<file path="config.mk">
export PLATFORM = sky130hd
export DESIGN_NAME = mem_bus_stage_flat
export DESIGN_NICKNAME = d
export VERILOG_FILES = /design/src/rtl/mem_bus_stage_pkg.sv /design/src/rtl/mem_bus_stage_if.sv /design/src/rtl/mem_lane_align.sv /design/src/rtl/mem_bus_stage.sv /design/src/flat_wrapper.sv
export SDC_FILE = /design/constraint.sdc
export NUM_CORES = 1
export LEC_CHECK = 0
export ABC_AREA = 0
export BUFFER_PORTS_ARGS = -buffer_cell sky130_fd_sc_hd__clkbuf_2
export CAP_MARGIN = 20
export CORE_ASPECT_RATIO = 1.2
export CORE_MARGIN = 2
export CORE_UTILIZATION = 34
export DETAILED_ROUTE_END_ITERATION = 10
export SETUP_SLACK_MARGIN = 0.3
export SLEW_MARGIN = 20
export SYNTH_ARGS = -nofsm -noshare
export SYNTH_HDL_FRONTEND = slang
export SYNTH_SLANG_ARGS = --single-unit
</file>
<file path="constraint.sdc">
create_clock -name clk -period 4.4 [get_ports clk]
set_input_delay 1.1 -clock clk [delete_from_list [all_inputs] [get_ports clk]]
set_output_delay 1.1 -clock clk [all_outputs]
set_load 0.1 [all_outputs]
</file>
<file path="src/rtl/mem_bus_stage_pkg.sv">
// Shared pipeline defines plus MEM-stage types: op decode result and the
// registered bus command payload.
`ifndef MEM_BUS_STAGE_DEFINES
`define MEM_BUS_STAGE_DEFINES
`define ZeroWord    32'h00000000
`define RegBus      31:0
`define RegAddrBus  4:0
`define AluOpBus    7:0
`define EXE_NOP_OP  8'b00000000
`define EXE_ADDU_OP 8'b00100001
`define EXE_OR_OP   8'b00100101
`define EXE_LB_OP   8'b11100000
`define EXE_LBU_OP  8'b11100100
`define EXE_LH_OP   8'b11100001
`define EXE_LHU_OP  8'b11100101
`define EXE_LW_OP   8'b11100011
`define EXE_SB_OP   8'b11101000
`define EXE_SH_OP   8'b11101001
`define EXE_SW_OP   8'b11101011
`endif

package mem_bus_stage_pkg;

    localparam int unsigned DATA_W     = 32;
    localparam int unsigned ADDR_W     = 32;
    localparam int unsigned SEL_W      = 4;
    localparam int unsigned REG_ADDR_W = 5;
    localparam int unsigned ALUOP_W    = 8;

    typedef enum logic [1:0] {
        SZ_BYTE = 2'd0,
        SZ_HALF = 2'd1,
        SZ_WORD = 2'd2
    } mem_size_e;

    typedef struct packed {
        logic      is_mem;
        logic      is_store;
        mem_size_e size;
        logic      sign_ext;
    } mem_op_t;

    typedef struct packed {
        logic              req;
        logic              we;
        logic [ADDR_W-1:0] addr;
        logic [SEL_W-1:0]  sel;
        logic [DATA_W-1:0] wdata;
    } bus_cmd_t;

    // Classify an aluop; anything outside the eight load/store codes is non-memory.
    function automatic mem_op_t decode_mem_op(input logic [ALUOP_W-1:0] aluop);
        mem_op_t op;
        op        = '0;
        op.is_mem = 1'b1;
        op.size   = SZ_WORD;
        case (aluop)
            `EXE_LB_OP:  begin op.size = SZ_BYTE; op.sign_ext = 1'b1; end
            `EXE_LBU_OP: op.size = SZ_BYTE;
            `EXE_LH_OP:  begin op.size = SZ_HALF; op.sign_ext = 1'b1; end
            `EXE_LHU_OP: op.size = SZ_HALF;
            `EXE_LW_OP:  op.size = SZ_WORD;
            `EXE_SB_OP:  begin op.size = SZ_BYTE; op.is_store = 1'b1; end
            `EXE_SH_OP:  begin op.size = SZ_HALF; op.is_store = 1'b1; end
            `EXE_SW_OP:  begin op.size = SZ_WORD; op.is_store = 1'b1; end
            default:     op.is_mem = 1'b0;
        endcase
        return op;
    endfunction

endpackage

</file>
<file path="src/rtl/mem_bus_stage_if.sv">
// Request/acknowledge data bus between the MEM stage (master) and memory (slave).
interface mem_bus_stage_if;
    import mem_bus_stage_pkg::*;

    logic              req;
    logic              we;
    logic [ADDR_W-1:0] addr;
    logic [SEL_W-1:0]  sel;
    logic [DATA_W-1:0] wdata;
    logic              ack;
    logic [DATA_W-1:0] rdata;

    modport master (
        output req, we, addr, sel, wdata,
        input  ack, rdata
    );

    modport slave (
        input  req, we, addr, sel, wdata,
        output ack, rdata
    );

endinterface

</file>
<file path="src/rtl/mem_lane_align.sv">
// Big-endian byte-lane steering: lane selects, store replication, load
// extract with sign/zero extension, and alignment check.
module mem_lane_align
    import mem_bus_stage_pkg::*;
(
    input  mem_op_t           op,
    input  logic [1:0]        addr_lo,
    input  logic [DATA_W-1:0] store_src,
    input  logic [DATA_W-1:0] load_src,
    output logic [SEL_W-1:0]  sel_c,
    output logic [DATA_W-1:0] store_data_c,
    output logic [DATA_W-1:0] load_data_c,
    output logic              misalign_c
);

    logic [7:0]  lane_byte;
    logic [15:0] lane_half;

    always_comb begin
        sel_c        = '0;
        store_data_c = '0;
        load_data_c  = '0;
        misalign_c   = 1'b0;
        lane_byte    = '0;
        lane_half    = '0;

        case (op.size)
            SZ_BYTE: begin
                sel_c        = 4'b1000 >> addr_lo;
                store_data_c = {4{store_src[7:0]}};
                case (addr_lo)
                    2'd0:    lane_byte = load_src[31:24];
                    2'd1:    lane_byte = load_src[23:16];
                    2'd2:    lane_byte = load_src[15:8];
                    default: lane_byte = load_src[7:0];
                endcase
                load_data_c = op.sign_ext ? {{24{lane_byte[7]}}, lane_byte}
                                          : {24'h000000, lane_byte};
            end
            SZ_HALF: begin
                misalign_c   = addr_lo[0];
                sel_c        = addr_lo[1] ? 4'b0011 : 4'b1100;
                store_data_c = {2{store_src[15:0]}};
                lane_half    = addr_lo[1] ? load_src[15:0] : load_src[31:16];
                load_data_c  = op.sign_ext ? {{16{lane_half[15]}}, lane_half}
                                           : {16'h0000, lane_half};
            end
            default: begin
                misalign_c   = |addr_lo;
                sel_c        = 4'b1111;
                store_data_c = store_src;
                load_data_c  = load_src;
            end
        endcase

        // Stores have no load result; non-memory ops drive nothing.
        if (op.is_store) begin
            load_data_c = '0;
        end
        if (!op.is_mem) begin
            sel_c        = '0;
            store_data_c = '0;
            load_data_c  = '0;
            misalign_c   = 1'b0;
        end
    end

endmodule

</file>
<file path="src/rtl/mem_bus_stage.sv">
// Pipeline MEM stage: runs loads/stores over the req/ack bus, stalls the
// pipeline while pending, and forwards the write-back triple to MEM/WB.
module mem_bus_stage
    import mem_bus_stage_pkg::*;
#(
    parameter int unsigned BUS_TIMEOUT = 255
)
(
    input  logic                  clk,
    input  logic                  rst,

    input  logic [`RegAddrBus]    mem_wd,
    input  logic                  mem_wreg,
    input  logic [`RegBus]        mem_wdata,
    input  logic [`AluOpBus]      mem_aluop,
    input  logic [ADDR_W-1:0]     mem_addr,
    input  logic [`RegBus]        mem_reg2,
    input  logic                  flush,

    output logic [`RegAddrBus]    wd,
    output logic                  wreg,
    output logic [`RegBus]        wdata,
    output logic                  stallreq,
    output logic                  exc_misalign,
    output logic                  bus_err,

    mem_bus_stage_if.master       bus
);

    localparam int unsigned CNT_W = (BUS_TIMEOUT > 1) ? $clog2(BUS_TIMEOUT + 1) : 1;

    typedef enum logic [1:0] {
        IDLE = 2'd0,
        WAIT = 2'd1,
        DONE = 2'd2
    } state_t;

    state_t            state;
    bus_cmd_t          cmd;
    logic              bus_err_q;
    logic [DATA_W-1:0] load_buf;
    logic [CNT_W-1:0]  cnt;
    logic [CNT_W-1:0]  cnt_nxt;
    logic              abort_q;
    logic              timed_out_q;

    mem_op_t           op;
    logic [SEL_W-1:0]  lane_sel;
    logic [DATA_W-1:0] lane_store;
    logic [DATA_W-1:0] lane_load;
    logic              lane_misalign;
    logic              start_access;
    logic              timeout_hit;

    assign op = decode_mem_op(mem_aluop);

    mem_lane_align u_lane_align (
        .op           (op),
        .addr_lo      (mem_addr[1:0]),
        .store_src    (mem_reg2),
        .load_src     (bus.rdata),
        .sel_c        (lane_sel),
        .store_data_c (lane_store),
        .load_data_c  (lane_load),
        .misalign_c   (lane_misalign)
    );

    assign start_access = op.is_mem && !lane_misalign && !flush;
    assign cnt_nxt      = cnt + CNT_W'(1);
    assign timeout_hit  = (BUS_TIMEOUT != 0) && (cnt_nxt == CNT_W'(BUS_TIMEOUT));

    // State, bus command, load buffer and timeout bookkeeping.
    always_ff @(posedge clk) begin
        if (rst) begin
            state       <= IDLE;
            cmd         <= '{req: 1'b0, we: 1'b0, addr: `ZeroWord, sel: '0, wdata: `ZeroWord};
            bus_err_q   <= 1'b0;
            load_buf    <= `ZeroWord;
            cnt         <= '0;
            abort_q     <= 1'b0;
            timed_out_q <= 1'b0;
        end else begin
            bus_err_q <= 1'b0;
            case (state)
                IDLE: begin
                    if (start_access) begin
                        cmd.req     <= 1'b1;
                        cmd.we      <= op.is_store;
                        cmd.addr    <= {mem_addr[ADDR_W-1:2], 2'b00};
                        cmd.sel     <= lane_sel;
                        cmd.wdata   <= lane_store;
                        cnt         <= '0;
                        abort_q     <= 1'b0;
                        timed_out_q <= 1'b0;
                        state       <= WAIT;
                    end
                end
                WAIT: begin
                    cnt <= cnt_nxt;
                    if (flush) begin
                        abort_q <= 1'b1;
                    end
                    // A flushed access still runs to ack or timeout; only its result is dropped.
                    if (bus.ack) begin
                        load_buf <= lane_load;
                        cmd.req  <= 1'b0;
                        state    <= DONE;
                    end else if (timeout_hit) begin
                        cmd.req     <= 1'b0;
                        bus_err_q   <= 1'b1;
                        timed_out_q <= 1'b1;
                        state       <= DONE;
                    end
                end
                DONE: begin
                    state <= IDLE;
                end
                default: begin
                    state <= IDLE;
                end
            endcase
        end
    end

    assign bus.req   = cmd.req;
    assign bus.we    = cmd.we;
    assign bus.addr  = cmd.addr;
    assign bus.sel   = cmd.sel;
    assign bus.wdata = cmd.wdata;
    assign bus_err   = bus_err_q;

    // Write-back and stall outputs; non-memory ops pass straight through in IDLE.
    always_comb begin
        wd           = mem_wd;
        wreg         = 1'b0;
        wdata        = mem_wdata;
        stallreq     = 1'b0;
        exc_misalign = 1'b0;
        case (state)
            IDLE: begin
                if (!op.is_mem) begin
                    wreg = mem_wreg & ~flush;
                end else if (!flush) begin
                    if (lane_misalign) begin
                        exc_misalign = 1'b1;
                    end else begin
                        stallreq = 1'b1;
                    end
                end
            end
            WAIT: begin
                stallreq = 1'b1;
            end
            DONE: begin
                wdata = load_buf;
                if (!op.is_store && !abort_q && !timed_out_q && !flush) begin
                    wreg = mem_wreg;
                end
            end
            default: ;
        endcase
    end

endmodule
</file>
<file path="src/flat_wrapper.sv">
// flat-port wrapper written by rule: the top's interface ports become plain ports
module mem_bus_stage_flat import mem_bus_stage_pkg::*;
#(
    parameter int unsigned BUS_TIMEOUT = 255
)
  (clk, rst, mem_wd, mem_wreg, mem_wdata, mem_aluop, mem_addr, mem_reg2, flush, wd, wreg, wdata, stallreq, exc_misalign, bus_err, bus_req, bus_we, bus_addr, bus_sel, bus_wdata, bus_ack, bus_rdata);
  mem_bus_stage_if bus_i ();
  input  logic clk;
  input  logic rst;
  input  logic [`RegAddrBus] mem_wd;
  input  logic mem_wreg;
  input  logic [`RegBus] mem_wdata;
  input  logic [`AluOpBus] mem_aluop;
  input  logic [ADDR_W-1:0] mem_addr;
  input  logic [`RegBus] mem_reg2;
  input  logic flush;
  output logic [`RegAddrBus] wd;
  output logic wreg;
  output logic [`RegBus] wdata;
  output logic stallreq;
  output logic exc_misalign;
  output logic bus_err;
  output wire logic [$bits(bus_i.req)-1:0] bus_req;
  output wire logic [$bits(bus_i.we)-1:0] bus_we;
  output wire logic [$bits(bus_i.addr)-1:0] bus_addr;
  output wire logic [$bits(bus_i.sel)-1:0] bus_sel;
  output wire logic [$bits(bus_i.wdata)-1:0] bus_wdata;
  input wire logic [$bits(bus_i.ack)-1:0] bus_ack;
  input wire logic [$bits(bus_i.rdata)-1:0] bus_rdata;
  assign bus_req = bus_i.req;
  assign bus_we = bus_i.we;
  assign bus_addr = bus_i.addr;
  assign bus_sel = bus_i.sel;
  assign bus_wdata = bus_i.wdata;
  assign bus_i.ack = bus_ack;
  assign bus_i.rdata = bus_rdata;
  mem_bus_stage #(.BUS_TIMEOUT(BUS_TIMEOUT)) u_core (.clk(clk), .rst(rst), .mem_wd(mem_wd), .mem_wreg(mem_wreg), .mem_wdata(mem_wdata), .mem_aluop(mem_aluop), .mem_addr(mem_addr), .mem_reg2(mem_reg2), .flush(flush), .wd(wd), .wreg(wreg), .wdata(wdata), .stallreq(stallreq), .exc_misalign(exc_misalign), .bus_err(bus_err), .bus(bus_i));
endmodule
</file>
=== After elaboration in Yosys (flattened, before gate mapping) ===
Cells that the tools add are included.
Widths: inputs -> output; s select.

* Word-level logic and storage cells: 110
* Input bits: 146
* Bits in registers: 113
* Output and inout bits: 111

* Mux-type cells: 47
* Bitwise gates (word level): 3
* Shift-type cells: 1
* Equal/unequal tests: 19
* $add $sub $neg: 1
* Reduce and logical (&&, ||, !) cells: 28

{| class="wikitable"
|+ Operators with widths
! cell !! number
|-
| $mux 32 || 6
|-
| $pmux 32 s2 || 2
|-
| $eq 8x8->1 const B || 9
|-
| $mux 70 || 1
|-
| $pmux 8 s3 || 1
|-
| $mux 1 || 20
|-
| $mux 16 || 1
|-
| $pmux 8 s2 || 1
|-
| $pmux 1 s2 || 6
|-
| $reduce_or 3->1 || 4
|-
| $add 8x1->8 const B || 1
|-
| $mux 4 || 2
|-
| $mux 8 || 1
|-
| $pmux 2 s2 || 2
|-
| $pmux 4 s2 || 1
|-
| $reduce_and 2->1 || 4
|-
| $reduce_or 8->1 || 1
|-
| $eq 2x1->1 const B || 3
|-
| $logic_not 2->1 || 3
|-
| $mux 2 || 3
|-
| $reduce_and 3->1 || 2
|-
| $logic_and 1x1->1 || 5
|-
| $logic_not 1->1 || 5
|-
| $eq 2x2->1 const B || 2
|-
| other kinds (9) || 13
|}

=== Depth between registers and ports, before layout ===
* Depth in word-level cells: 11
* Mapped depth: 8
* Mapped depth without buffers: 6

=== Hierarchy ===
A second synthesis with hierarchy kept.

* Cells, all modules: 809
* Area total of the unflattened synthesis: 5874.4 sq um

{| class="wikitable"
|+ Modules (own cells, without submodules)
! module !! instances !! cells an instance !! area an instance (sq um)
|-
| mem_bus_stage || 1 || 584 || 4601.9
|-
| mem_lane_align || 1 || 225 || 1272.5
|}

=== Least setup slack after synthesis ===
Ideal clock, no wire load.

* Path kind: input to output
* Start point: input mem_aluop[4]
* End point: output exc_misalign
* Data required time: 3300 ps
* Slack: -313 ps
* Stages on the path: 7
* Arrival: 3613 ps
* Buffers on the path: 3
* Cell sequence: and4b_1 buf_2 o211a_1 buf_2 buf_1 nand3b_1 a21oi_1

* Word-level cells in the longest chain between the ends: 10

{| class="wikitable"
|+ Ends and longest elaborated chain
! what !! RTL line !! text
|-
| from (decl) || flat_wrapper.sv:13 || <nowiki>input logic [`AluOpBus] mem_aluop;</nowiki>
|-
| $eq 8x8->1 || mem_bus_stage_pkg.sv:57 || <nowiki>case (aluop)</nowiki>
|-
| $reduce_or 3->1 (no line) || n/a ||
|-
| $pmux 2 s2 || mem_bus_stage_pkg.sv:57 ||
|-
| $eq 2x1->1 / $logic_not 2->1 (equally long branches) || mem_lane_align.sv:27 || <nowiki>case (op.size)</nowiki>
|-
| $pmux 1 s2 || mem_lane_align.sv:27 ||
|-
| $mux 1 || mem_lane_align.sv:60 || <nowiki>if (!op.is_mem) begin</nowiki>
|-
| $mux 1 || mem_bus_stage.sv:144 || <nowiki>if (lane_misalign) begin</nowiki>
|-
| $mux 1 || mem_bus_stage.sv:143 || <nowiki>end else if (!flush) begin</nowiki>
|-
| $mux 1 * || mem_bus_stage.sv:141 || <nowiki>if (!op.is_mem) begin</nowiki>
|-
| $mux 1 * || mem_bus_stage.sv:139 || <nowiki>case (state)</nowiki>
|-
| to (decl) || flat_wrapper.sv:21 || <nowiki>output logic exc_misalign;</nowiki>
|}

Every way passes the cells marked *; elsewhere a longest branch is shown, timed or not.

=== Worst setup path after layout ===
Ends and elaborated chain as after synthesis.

==> qor.yml <==
clocking:
  htree_num_levels: 4
  cts-root-buf: "clkbuf_16"
  cts_tree: "done"
  postCtsSetupBuffers: 0
  ctsHoldBuffers: 0
  cts_buffer_depth: 2
  cts_made_buffers: 17
  clkSlewWorstSetupHoldPaths_ns: 0.06
  clock_latency_ns: 0.42
  numClockSinks: 113
  cts_resized: 0
layout:
  num_antenna_cells: 0
  register_area_um2: 2260
  fillCellCount: 1706
  multi_input_area_um2: 3080
  nets: 1084
  drive_above_1_share_pct: 36.1
  syn_to_final_growth_pct: 34.9
synthesis:
  yosysSeqAreaShare_pct: 40.0
  yosys-top-cells-area: "dfxtp_1 (40%), nand2_1 (10%), a21oi_1 (8.4%), mux2_2 (8.0%), o21ai_0 (3.9%)"
  synth_top_area_share_pct: 40.0
  yosysTopAreaCell: "dfxtp_1"
  synth.distinct_cells: 58
  async_flop_share_pct: 0
  synthCells: 721
  ys_ff_latch: 113
  synth.most_common_cell: "nand2_1"
  synth_area_per_cell_um2: 7.85
  synth_warnings: 0
  synthFlopType: "dfxtp_1"
  yosys-top-cells-count: "nand2_1 (156), dfxtp_1 (113), a21oi_1 (95), o21ai_0 (44), nor2_1 (43)"
  synth_edf_count: 0
  netlist_area_um2: 5660
sta:
  fin_tns_setup_ns: 0
  clock_skew_ns: 0.00713
  fmax_mhz: 271
  hold_viol_final: 0
  layout_setup_ws_ns: 0.704
  min_period_ns: 3.70
  slew_headroom_pct: 41.9
  worstMarginPinSlew_ns: 0.871
  slew_violations: 0
  rsz0062_at_grt: "no"
  finalSetupViolations: 0
  post-route-period-util_pct: 84.0
critical_path:
  path_cells: "clkbuf_2, and4b_1, buf_4, nand2_1, o21ai_0, a21oi_2, buf_12"
  max_stage_delay_ns: 0.43
  timing.rr.start: "u_core.state[0]"
  path_class: "input pin to output pin"
  cp-start-kind: "input pin"
  crit_path_top_delay_cell: "and4b_1"
  crit_start: "mem_aluop[4]"
  arrival_ns: 2.60
  endpoint_kind: "output pin"
  required_ns: 3.30
  path_max_fanout: 10
  ff2ff_setup_slack_ns: 2.38
power_and_ir_drop:
  leakage_nw: 3.23
  power_mw: 2.82
  power.density_nw_per_um2: 369
  ir_drop_mv: 0.208
global_route:
  grt-ovfl-total: 0
  grt_pass1_vias: 5798
  grtUsageTotal_pct: 21.9
  grt_max_degree: 82
  antenna_found_initial: 0
  grt_first_pass_wirelength_mm: 30.1
die:
  dieWidth_um: 122
  num_io_pins: 257
  core_um2: 16300
  die_area_um2: 17700
  die_h_um: 145
  rows: 51
  initial_core_util_pct: 34.8
place:
  dp_slack_ns: 0.670
  place.detailed.hpwl_mm: 14.3
  gp_routability_congestion: 0.838
  port-buffer-count: 244
routing:
  num_vias: 5981
  drt_pass1_iterations: 5
  drt-total-wl_mm: 19.6
  avgRoutedWirePerCell_um: 16.9
  drc: 0
  drtIter0Drc: 383
  avgViaCountPerCell: 5.15
  ant_nets: 0
hold_path:
  hp-start: "u_core.bus.sel[0]"
  hold_class: "register to register"
outcome:
  status: "complete, no violations"
job:
  maxCapViolations: 0
==> worst max-delay path: cells and delay by family <==
family | cells | cell delay [ns]
AND/OR/NAND/NOR | 2 | 0.65
buffers and inverters | 3 | 0.48
AO/OA/AOI/OAI | 2 | 0.36
==> where the power goes <==
part / total [mW] / internal [mW] / switching [mW] / leakage (nW)
Clock: 1.40 / 0.890 / 0.511 / 0.283
Sequential: 1.03 / 1.03 / 0.00123 / 0.910
Combinational: 0.387 / 0.114 / 0.273 / 2.04
Total: 2.82 / 2.03 / 0.785 / 3.23
==> registers in the layout (all words and copies together) (netlist names) <==
signal and count:
u_core.bus_err 1, u_core.bus.wdata 32, u_core.abort_q 1, u_core.timed_out_q 1
u_core.bus.sel 4, u_core.load_buf 32, u_core.cnt 8, u_core.bus.addr 30
u_core.state 2, u_core.bus.we 1, u_core.bus.req 1
==> through the flow <==
| stage | instance area [µm²] | util [%] | hold WS (ns) | instances |
|---|---|---|---|---|
| 5_1_grt | 7640 | 46.9 | 0.464 | 1161 |
| 6_report | 7640 | 46.9 | 0.446 | 1161 |
| 3_3_place_gp | 7040 | 43.3 | 0.432 | 1129 |
| 4_1_cts | 7640 | 46.9 | 0.450 | 1161 |
| 2_1_floorplan | 5670 | - | 0.418 | 722 |
| 3_5_place_dp | 7040 | 43.3 | 0.442 | 1129 |
==> logic make-up (layout without fill, tap and decap cells) <==
group,count (synthesis),count (layout),share of synthesized area [%]
AO/OA/AOI/OAI,208,208,22.3
other,1,2,0.0662
adder cells (fa/ha/maj),2,2,0.442
flip-flops,113,113,40.0
buffers and inverters,72,299,6.08
multiplexers,50,50,9.99
AND/OR/NAND/NOR,275,275,21.2
==> worst paths after layout <==
kind,cells past startpoint,endpoint
max reg2reg,5,u_core.bus.sel[3]
min reg2reg,2,u_core.bus.sel[0]
min,2,u_core.bus.sel[0]
max,7,exc_misalign
==> area by class of cell <==
| type | instances | area share, % |
|---|---|---|
| Timing Repair Buffer | 262 | 18.5 |
| Clock inverter | 13 | 2.13 |
| Multi-Input combinational cell | 537 | 40.4 |
| Tap cell | 212 | 3.47 |
| Clock buffer | 19 | 5.67 |
| Inverter | 5 | 0.246 |
| Sequential cell | 113 | 29.6 |
==> metal layers <==
metal | global-route usage [%] | wire length (µm)
met4 | 7.82 | 395
met2 | 37.8 | 9680
met5 | 0 | 0
met3 | 8.19 | 1830
met1 | 24.3 | 7700
==> placed cells by master (no fill, tap or decap), types with 4 or more instances in the layout <==
cell type and instances:
buf_4 17, nand4_1 5, nor2b_1 5, a32oi_1 7
nand3_1 33, mux2i_1 7, nand2b_1 10, nor2_1 43
buf_12 4, a21oi_1 92, nor3_1 4, a311oi_1 4
a22oi_1 11, o21a_1 7, clkbuf_2 241, o2111ai_1 8
o22ai_1 7, mux2_2 40, a21o_1 7, clkbuf_16 17
o21ai_0 44, nand2_1 156, dfxtp_1 113
No activity file was read; power rests on OpenSTA's default activity.
